[src/rtl/fifo_write_arbiter.sv]
// fifo_write_arbiter
// Shares one FIFO write port among N producers.
// Each producer has a valid/ready stream. The arbiter grants one producer at
// a time for a burst of up to MAX_BURST transfers. After that burst, the
// priority start moves to the next producer. Every handoff passes through a
// single IDLE cycle, which acts as an arbitration bubble.
//
// Ports
//   clk        : rising-edge clock
//   rst        : asynchronous, active-low reset
//   req_valid  : per-requester valid
//   req_data   : packed data, requester i at [i*WIDTH +: WIDTH]
//   req_ready  : per-requester ready; only the owner's bit can be set
//   fifo_full  : full flag from the FIFO write port
//   fifo_write : write strobe to the FIFO
//   fifo_din   : data to the FIFO; zero while idle
//   grant      : one-hot owner; zero while idle
//   grant_id   : binary owner index; zero while idle
module fifo_write_arbiter #(
  parameter int N         = 4,
  parameter int WIDTH     = 8,
  parameter int MAX_BURST = 4
) (
  input  logic                  clk,
  input  logic                  rst,
  input  logic [N-1:0]          req_valid,
  input  logic [N*WIDTH-1:0]    req_data,
  output logic [N-1:0]          req_ready,
  input  logic                  fifo_full,
  output logic                  fifo_write,
  output logic [WIDTH-1:0]      fifo_din,
  output logic [N-1:0]          grant,
  output logic [$clog2(N)-1:0]  grant_id
);

  localparam int IDW = $clog2(N);
  localparam int BW  = $clog2(MAX_BURST + 1);

  typedef enum logic {IDLE, GRANT} state_t;

  state_t           r_state, w_stateNext;
  logic [IDW-1:0]   r_owner, w_ownerNext;
  logic [IDW-1:0]   r_ptr,   w_ptrNext;
  logic [BW-1:0]    r_bcnt,  w_bcntNext;

  logic [WIDTH-1:0] w_dataArr [N];
  logic             w_ownerValid;
  logic             w_xfer;
  logic             w_lastBeat;
  logic [IDW-1:0]   w_ownerWrap;
  logic [IDW-1:0]   w_pick;
  logic [IDW-1:0]   w_cand;
  logic             w_found;
  int               w_idx;

  // Split the packed data bus into one slice per requester.
  always_comb begin
    for (int i = 0; i < N; i++) begin
      w_dataArr[i] = req_data[i*WIDTH +: WIDTH];
    end
  end

  // A transfer happens only when the owner is valid and the FIFO has room.
  // The last beat is checked against MAX_BURST-1 so that bcnt never has to
  // hold the value MAX_BURST.
  assign w_ownerValid = req_valid[r_owner];
  assign w_xfer       = (r_state == GRANT) && w_ownerValid && !fifo_full;
  assign w_lastBeat   = (r_bcnt == BW'(MAX_BURST - 1));
  assign w_ownerWrap  = (r_owner == IDW'(N - 1)) ? '0 : r_owner + 1'b1;

  // Rotating search that starts at ptr. Wrap-around is done with explicit
  // modulo arithmetic, so N does not need to be a power of two.
  always_comb begin
    w_pick  = '0;
    w_found = 1'b0;
    w_idx   = 0;
    w_cand  = '0;
    for (int k = 0; k < N; k++) begin
      w_idx = int'(r_ptr) + k;
      if (w_idx >= N) begin
        w_idx = w_idx - N;
      end
      w_cand = IDW'(w_idx);
      if (!w_found && req_valid[w_cand]) begin
        w_found = 1'b1;
        w_pick  = w_cand;
      end
    end
  end

  // State register. Reset returns to IDLE right away, and that alone forces
  // every output to zero.
  always_ff @(posedge clk or negedge rst) begin
    if (!rst) begin
      r_state <= IDLE;
      r_owner <= '0;
      r_ptr   <= '0;
      r_bcnt  <= '0;
    end else begin
      r_state <= w_stateNext;
      r_owner <= w_ownerNext;
      r_ptr   <= w_ptrNext;
      r_bcnt  <= w_bcntNext;
    end
  end

  // Next-state logic. A release happens when the burst is exhausted or when
  // the owner drops valid. A full FIFO stalls the owner and keeps bcnt as is.
  always_comb begin
    w_stateNext = r_state;
    w_ownerNext = r_owner;
    w_ptrNext   = r_ptr;
    w_bcntNext  = r_bcnt;
    case (r_state)
      IDLE: begin
        if (w_found) begin
          w_stateNext = GRANT;
          w_ownerNext = w_pick;
          w_bcntNext  = '0;
        end
      end
      GRANT: begin
        if (!w_ownerValid || (w_xfer && w_lastBeat)) begin
          w_stateNext = IDLE;
          w_ptrNext   = w_ownerWrap;
          w_bcntNext  = '0;
        end else if (w_xfer) begin
          w_bcntNext  = r_bcnt + 1'b1;
        end
      end
      default: begin
        w_stateNext = IDLE;
      end
    endcase
  end

  // Output logic. Only the current owner is ever acknowledged or forwarded.
  always_comb begin
    grant      = '0;
    grant_id   = '0;
    req_ready  = '0;
    fifo_din   = '0;
    fifo_write = 1'b0;
    if (r_state == GRANT) begin
      grant[r_owner]     = 1'b1;
      grant_id           = r_owner;
      req_ready[r_owner] = !fifo_full;
      fifo_din           = w_dataArr[r_owner];
      fifo_write         = w_xfer;
    end
  end

endmodule

[config.mk]
export PLATFORM = sky130hd
export DESIGN_NAME = fifo_write_arbiter
export DESIGN_NICKNAME = d
export VERILOG_FILES = /design/src/rtl/fifo_write_arbiter.sv
export SDC_FILE = /design/constraint.sdc
export NUM_CORES = 1
export LEC_CHECK = 0
export BUFFER_PORTS_ARGS = -buffer_cell sky130_fd_sc_hd__buf_2
export CAP_MARGIN = 20
export CORE_ASPECT_RATIO = 1.5
export CORE_MARGIN = 4
export CORE_UTILIZATION = 38
export DETAILED_ROUTE_END_ITERATION = 10
export PLACE_DENSITY = 0.88
export RECOVER_POWER = 50
export SLEW_MARGIN = 20
export SYNTH_ARGS = -nofsm -noshare
export SYNTH_HDL_FRONTEND = slang
export SYNTH_SLANG_ARGS = --single-unit
[constraint.sdc]
create_clock -name clk -period 1.7 [get_ports clk]
set_input_delay 0.085 -clock clk [delete_from_list [all_inputs] [get_ports clk]]
set_output_delay 0.085 -clock clk [all_outputs]
set_load 0.01 [all_outputs]
* Word-level counts from Yosys, hierarchy flattened
Index checks and enable logic that the tools add are counted.
Widths: inputs -> output; s select.
** Storage, ports and cells
- Bits in registers :: 8
- Bits of input ports :: 39
- Output and inout port bits :: 19
** Operators by class
- Add/sub/neg operators :: 9
- $lt $le $gt $ge :: 11
- Equality and inequality tests :: 4
- Muxes and demuxes :: 40
- Bitwise gates (word level) :: 3
- Reduce and logical (&&, ||, !) cells :: 16
** Operators with widths (count)
- $mux 8 :: 3
- $mux 2 :: 10
- $bmux 8 s2 :: 1
- $lt 2x3->1 const B :: 5
- $mux 1 :: 13
- $ge 3x3->1 const B :: 4
- $bmux 1 s2 :: 5
- $mux 3 :: 3
- $mux 4 :: 2
- $sub 2x1->2 const B :: 4
- $logic_and 1x1->1 :: 7
- $add 2x2->3 const B :: 2
- $pmux 3 s2 :: 1
- $reduce_and 2->1 :: 3
- $logic_not 1->1 :: 5
- $and 4x4->4 :: 1
- $add 2x1->3 const B :: 1
- $add 3x1->3 const B :: 1
- $eq 3x2->1 const B :: 1
- $ge 2x3->1 const B :: 1
- $ne 3x1->1 const B :: 1
- $not 2->3 :: 1
- $add 2x1->2 const B :: 1
- $demux 1 s2 :: 1
- other kinds (6) :: 6

* Logic depth before layout (Yosys ltp)
Gate-level depths: netlist of run 1.
- Depth in word-level cells :: 16
- Mapped depth :: 5
- Depth with buffers taken out :: 5

* Worst setup path after synthesis of run 1
Ideal clock, no wire load.
- Path type :: flip-flop to flip-flop
- From :: register r_owner[0]
- To :: register r_ptr[1]
- Library setup time :: 128 ps
- Data arrival time :: 1502 ps
- Required time :: 1572 ps
- Slack :: 70 ps
- Cell stages (with the launch flop) :: 4
- Path buffers :: 0
- Period minus slack after synthesis :: 1630 ps
- Cells stage by stage :: dfrtp_1 > mux4_2 > a21oi_2 > mux2_1
** On the way
- Word-level cells in the longest chain between the ends :: 7
** Ends and longest elaborated chain
- start: declaration :: RTL line 42 : logic [IDW-1:0] r_owner, w_ownerNext;
- start signal: assignment :: RTL line 101 : r_owner <= w_ownerNext;
- $bmux 1 s2 :: RTL line 66 : assign w_ownerValid = req_valid[r_owner];
- $mux 1 (implied by the code) :: RTL line 66
- $logic_and 1x1->1 (2 in series) :: RTL line 67 : assign w_xfer = (r_state == GRANT) && w_ownerValid && !fifo_full;
- $logic_and 1x1->1 :: RTL line 123 : if (!w_ownerValid || (w_xfer && w_lastBeat)) begin
- $logic_or 1x1->1 :: RTL line 123
- $reduce_and 2->1 (no source line)
- end signal: assignment :: RTL line 102 : r_ptr <= w_ptrNext;
- end: declaration :: RTL line 43 : logic [IDW-1:0] r_ptr, w_ptrNext;
Parallel ways exist; a longest one is shown, timed or not. The select of a mux whose other input is x is not followed.
A chain may end at the register's enable or synchronous reset.

* Worst setup path in the final report of run 1
- From :: register r_owner[0]
- To :: output fifo_write
** On the way
- Word-level cells in the longest chain between the ends :: 5
** Ends and longest elaborated chain
- $bmux 1 s2 :: RTL line 66
- $mux 1 (implied by the code) :: RTL line 66
- $logic_and 1x1->1 (2 in series) :: RTL line 67
- $mux 1 :: RTL line 144 : if (r_state == GRANT) begin
- end: declaration :: RTL line 30 : output logic fifo_write,
No other way between the ends. The select of a mux whose other input is x is not followed.

==> impl_metrics.csv, run 1 <==
group,metric,value,unit
run_status,status,"finished with violations",
run_status,violations,"setup timing",
floorplan,die_w,47.6,µm
sta,fin_tns_setup,-0.00935,ns
routing,wl,2.83,mm
sta,setup_violations,2,
setup_path,startpoint_type,"flop",
cells_and_area,nNetsFinal,196,
logic_synthesis,yosys.area.top_type_share,22.7,%
setup_path,crit_family,"multiplexers",
sta,whs,0.191,ns
logic_synthesis,synthSimpleGateAreaFrac,24.5,%
sta,maxSlewHeadroom,62.4,%
grt,grt-ovfl-total,0,
routing,avgViaCountPerCell,5.63,
sta,slew_violations,0,
setup_path,slowest_stage,"mux4_2",
logic_synthesis,synth-main-ff-cell,"dfrtp_1",
grt,grt_pass1_wl,4.01,mm
setup_path,worstPathRequired,1.62,ns
clocking,root_buffer,"clkbuf_4",
logic_synthesis,synth_top_family_by_area,"multiplexers",
sta,finalCritPeriodShare,100,%
setup_path,worst-setup-path-type,"reg2out",
setup_path,crit_path_end_kind,"output port",
worst_hold_path,hold_path.class,"in2reg",
cells_and_area,num_antenna_cells,0,
grt,grt_pass1_vias,988,
clocking,clockBufferDepth,2,
placed_design,gp_congestion,0.744,
sta,layout_setup_ws,-0.00693,ns
logic_synthesis,yosys.area_share.adder,8.40,%
logic_synthesis,synth_commonest_cells,"13 x and2_1, 9 x mux4_2, 8 x dfrtp_1",
routing,drc,0,
grt,track_usage,17.1,%
clocking,htree_num_levels,1,
setup_path,crit_path_cell_trace,"mux4_2 > nor3b_1 > buf_2",
floorplan,die_area,3210,µm²
floorplan,core,2230,µm²
placed_design,io_buffers,57,
clocking,clk_latency,0.24,ns
cells_and_area,drive_gt1_share,57.0,%
power_and_ir_drop,ir_worst_vdd,0.826,mV
logic_synthesis,syn_nets,131,
logic_synthesis,synth_mux_area_share,28.6,%
logic_synthesis,yosysUniqueCellTypes,32,
clocking,clkTransAtPathRegs,0.05,ns
logic_synthesis,synth-compound-area-share,11.3,%
grt,grt_max_degree,13,
routing,ant_nets,0,
sta,tightest_slew,0.560,ns
power_and_ir_drop,leakagePower,0.695,nW
floorplan,io_pins,58,
logic_synthesis,ys_seq_area_share,22.4,%
routing,firstDrtPassIters,4,
clocking,cts_inserted_buffers,3,
floorplan,std_cell_rows,21,
routing,drt_first_iter_violations,15,
logic_synthesis,synthXorXnorAreaFrac,0,%
cells_and_area,fin_cells,172,
logic_synthesis,synth_area,893,µm²
power_and_ir_drop,p_per_area,1570,nW/µm²
routing,wl_per_cell,16.4,µm
logic_synthesis,synth.avg_cell_area,10.4,µm²
job,max_cap_viol_count,0,
logic_synthesis,async_flop_share,100,%
setup_path,cp_num_buf_inv,1,
sta,fin_crit,1.71,ns
logic_synthesis,yosys-top-cells-area,"mux4_2 23%, dfrtp_1 22%, and2_1 9.1%",
floorplan,die_h,67.4,µm
clocking,cts_tree,"done",
setup_path,critical_path.max_fanout,7,
logic_synthesis,yosysWarnings,0,
logic_synthesis,netlist_instances,86,
sta,rsz0062_at_grt,"yes",
routing,vias,969,
placed_design,dp_hpwl,2.25,mm
grt,antenna_found_initial,0,
sta,fmax,0.586,GHz
logic_synthesis,synth_enable_flop_cells,0,
sta,clock_skew,0.00323,ns
setup_path,cp.arrival,1.62,ns
logic_synthesis,ys_seq_elements,8,
placed_design,dp_cells,166,
logic_synthesis,synth.most_common_cell,"and2_1",
sta,hold_viol_final,0,
cells_and_area,nFillCells,187,
power_and_ir_drop,power.total,2.11,mW
cells_and_area,syn2layout_area_growth,49.7,%
logic_synthesis,synth_area_leader_cell,"mux4_2",
clocking,clock-sinks,8,
setup_path,cpPeakStageDelay,0.62,ns
floorplan,initial_utilization,40.0,%
## power by group
part | total, mW | switching [mW] | internal (mW)
logic | 1.58 | 0.691 | 0.886
clock network | 0.134 | 0.0542 | 0.0801
registers | 0.395 | 0.119 | 0.275
total | 2.11 | 0.864 | 1.24
## area by class of cell
cell class | instances | area [µm²] | share of cell area, %
Inverter | 7 | 26.3 | 1.96
Multi-Input combinational cell | 67 | 664 | 49.7
Clock buffer | 3 | 22.5 | 1.68
Sequential cell | 8 | 201 | 15.1
Tap cell | 23 | 28.8 | 2.15
Timing Repair Buffer | 64 | 394 | 29.5
## logic make-up after synthesis
group | after synthesis
AO/OA/AOI/OAI | 12
AND/OR/NAND/NOR | 35
adder cells (fa/ha/maj) | 6
buffers and inverters | 11
flip-flops | 8
multiplexers | 14
## what timing repair did
action                                 4_1_cts  5_1_grt
pin swaps                                    0        7
gates resized for setup                      2       13
setup endpoints to repair                    8       13
cloned                                       0        1
hold buffers                                 1        0
endpoints found under the hold margin        8        0
setup buffers                                1        0
## cell usage in the layout (no fill, tap or decap), types with 2 or more instances in the layout
cell type,n
buf_2,52
mux4_2,9
and2_1,9
inv_1,7
dfrtp_1,7
ha_1,6
and2_4,4
nor2b_1,4
nor2_1,4
buf_6,4
buf_4,4
nand2b_1,3
mux2i_1,3
clkbuf_4,3
nor3b_1,2
o21a_1,2
o21ai_0,2
o41ai_1,2
nand4_1,2
## final timing paths
path,from,end,slack (ns),cells past startpoint
min in group asynchronous,rst,r_bcnt[1],0.28,2
max in group asynchronous,rst,r_owner[0],1.10,2
hold / removal,req_valid[3],r_owner[1],0.19,3
hold reg to reg,r_bcnt[2],r_bcnt[2],0.54,2
setup reg to reg,r_owner[0],r_ptr[1],0.01,3
setup / recovery,r_owner[0],fifo_write,-0.007,3
## registers in the layout, indices dropped and copies added, names as in the netlist
| register | count |
|---|---|
| r_bcnt | 3 |
| r_owner | 2 |
| r_ptr | 2 |
| r_state | 1 |
## layer usage
metal  vias up  track usage [%]  wire, µm
met1       463             14.9       912
met3         7             4.00       356
li1        442                -         -
met5         -                0         0
met2        57             33.9      1500
met4         0             7.07        56
## per-stage QoR
step	utilization [%]	cell area, µm²	worst slack, ns
global placement	54.7	1220	0.127
detailed placement	54.7	1220	0.0871
floorplan	-	893	0.0702
CTS	56.8	1270	-0.0269
global route	59.9	1340	-0.0778
finish	59.9	1340	-0.00693
## tightest hold or removal path, cell delays in order
cell,delay [ns]
buf_2,0.14
nor2_1,0.09
o41ai_1,0.08
(Power assumes the default switching activity.)
==> run 2: changes to the inputs <==
--- a/config.mk
+++ b/config.mk
@@ -11,7 +11,7 @@
 export CORE_MARGIN = 4
 export CORE_UTILIZATION = 38
 export DETAILED_ROUTE_END_ITERATION = 10
-export PLACE_DENSITY = 0.88
+export PLACE_DENSITY = 0.75
 export RECOVER_POWER = 50
 export SLEW_MARGIN = 20
 export SYNTH_ARGS = -nofsm -noshare
==> impl_metrics.csv, run 2 (synthesized netlist as in run 1, its figures left out) <==
group,metric,value,unit
run_status,status,"finished, final reports clean",
sta,clock_skew,0.00494,ns
cells_and_area,layout_commonest_cell,"buf_2",
floorplan,die_area,3210,µm²
placed_design,dp_hpwl,2.26,mm
setup_path,slowest_stage,"mux4_2",
cells_and_area,final_cell_mix,"51 x buf_2, 10 x and2_1, 9 x mux4_2",
sta,whs,0.191,ns
power_and_ir_drop,power.total,2.11,mW
cells_and_area,nNetsFinal,200,
floorplan,core,2230,µm²
routing,firstDrtPassIters,4,
sta,fin_tns_setup,0,ns
grt,grt_pass1_wl,3.73,mm
setup_path,cp_num_buf_inv,2,
cells_and_area,regArea,201,µm²
clocking,clkTransAtPathRegs,0.05,ns
sta,finalCritPeriodShare,99.9,%
setup_path,crit_family,"multiplexers",
clocking,clockBufferDepth,2,
cells_and_area,num_antenna_cells,0,
clocking,clk_latency,0.24,ns
routing,wl,2.87,mm
floorplan,die_w,47.6,µm
routing,drt_first_iter_violations,18,
sta,rsz0062_at_grt,"yes",
clocking,root_buffer,"clkbuf_4",
grt,antenna_found_initial,0,
cells_and_area,nFillCells,203,
power_and_ir_drop,leakagePower,0.700,nW
sta,maxSlewHeadroom,64.7,%
placed_design,gp_congestion,0.809,
floorplan,io_pins,58,
grt,grt_max_degree,14,
grt,track_usage,16.0,%
clocking,htree_num_levels,1,
placed_design,io_buffers,57,
setup_path,worstPathRequired,1.62,ns
setup_path,crit_path_cell_trace,"buf_6 > mux4_2 > nor3b_2 > buf_2",
cells_and_area,multi_input_area,667,µm²
routing,avgViaCountPerCell,5.55,
floorplan,initial_utilization,40.0,%
grt,grt-ovfl-total,0,
sta,hold_viol_final,0,
routing,wl_per_cell,16.3,µm
setup_path,cp.arrival,1.61,ns
routing,drc,0,
clocking,cts_inserted_buffers,3,
job,max_cap_viol_count,0,
sta,fmax,0.589,GHz
floorplan,die_h,67.4,µm
cells_and_area,drive_gt1_share,57.5,%
setup_path,startpoint_type,"flop",
cells_and_area,fin_util,60.4,%
floorplan,std_cell_rows,21,
setup_path,cpPeakStageDelay,0.55,ns
sta,slew_violations,0,
clocking,clock-sinks,8,
cells_and_area,syn2layout_area_growth,51.1,%
cells_and_area,largest_register_ffs,3,
sta,fin_crit,1.70,ns
power_and_ir_drop,p_per_area,1560,nW/µm²
grt,grt_pass1_vias,927,
cells_and_area,largestRegisters,"r_bcnt x3, r_owner x2, r_ptr x2",
clocking,cts_tree,"done",
power_and_ir_drop,ir_worst_vdd,0.852,mV
sta,tightest_slew,0.524,ns
routing,ant_nets,0,
setup_path,critical_path.max_fanout,4,
sta,setup_violations,0,
setup_path,worst-setup-path-type,"reg2out",
setup_path,crit_path_end_kind,"output port",
worst_hold_path,hold_path.class,"in2reg",
cells_and_area,regMostFlops,"r_bcnt",
routing,vias,977,
==> run 2: cell types whose count changed in the layout (fill, tap and decap cells not counted), sizes merged <==
cell    previous run  this run
buf               61        64
clkbuf             5         6
==> run 2: layout make-up <==
type	count	share of cell area (%)
multi-input combinational	67	49.4
timing repair buffer	68	29.9
sequential	8	14.9
tap	23	2.13
inverter	7	1.95
clock buffer	3	1.67
==> run 2: path summary, 6_finish.rpt <==
check | slack (ns) | end | depth (start not counted) | from
setup / recovery | 0.002 | fifo_write | 4 | r_owner[0]
setup reg to reg | 0.03 | r_bcnt[1] | 5 | r_owner[0]
max in group asynchronous | 1.06 | r_owner[0] | 2 | rst
hold reg to reg | 0.55 | r_bcnt[2] | 2 | r_bcnt[2]
min in group asynchronous | 0.30 | r_bcnt[0] | 2 | rst
hold / removal | 0.19 | r_owner[1] | 3 | req_valid[3]
==> run 2: what timing repair did <==
action,4_1_cts,5_1_grt
buffers inserted,2,3
gates resized for setup,5,11
endpoints found under the hold margin,8,0
hold buffers,1,0
pin swaps,2,4
endpoints found under the setup margin,8,12
cloned,1,0
==> run 2: per-stage QoR <==
stage                     cells  setup slack (ns)  cell area [µm²]
after floorplan              86            0.0702              893
after global placement      167             0.160             1230
after detailed placement    167            0.0793             1230
after CTS                   174          -0.00372             1320
after global routing        176           -0.0591             1350
final                       176           0.00196             1350
==> run 2: power by group <==
group / total [mW] / internal (mW) / leakage, nW / switching [mW]
Sequential: 0.382 / 0.275 / 0.0996 / 0.107
Clock: 0.138 / 0.0803 / 0.0138 / 0.0573
Combinational: 1.59 / 0.887 / 0.587 / 0.705
==> run 2: routing by layer <==
layer | vias to the layer above | track usage, % | wire, µm
met5 | - | 0 | 0
met4 | 0 | 6.40 | 94
met3 | 8 | 3.20 | 427
li1 | 453 | - | -
met2 | 57 | 32.0 | 1490
met1 | 459 | 14.1 | 860
==> run 2: tightest hold or removal path, delay by kind of cell <==
kind | cells | cell delay, ns
buf+inv | 1 | 0.14
simple gates | 1 | 0.09
compound gates | 1 | 0.08
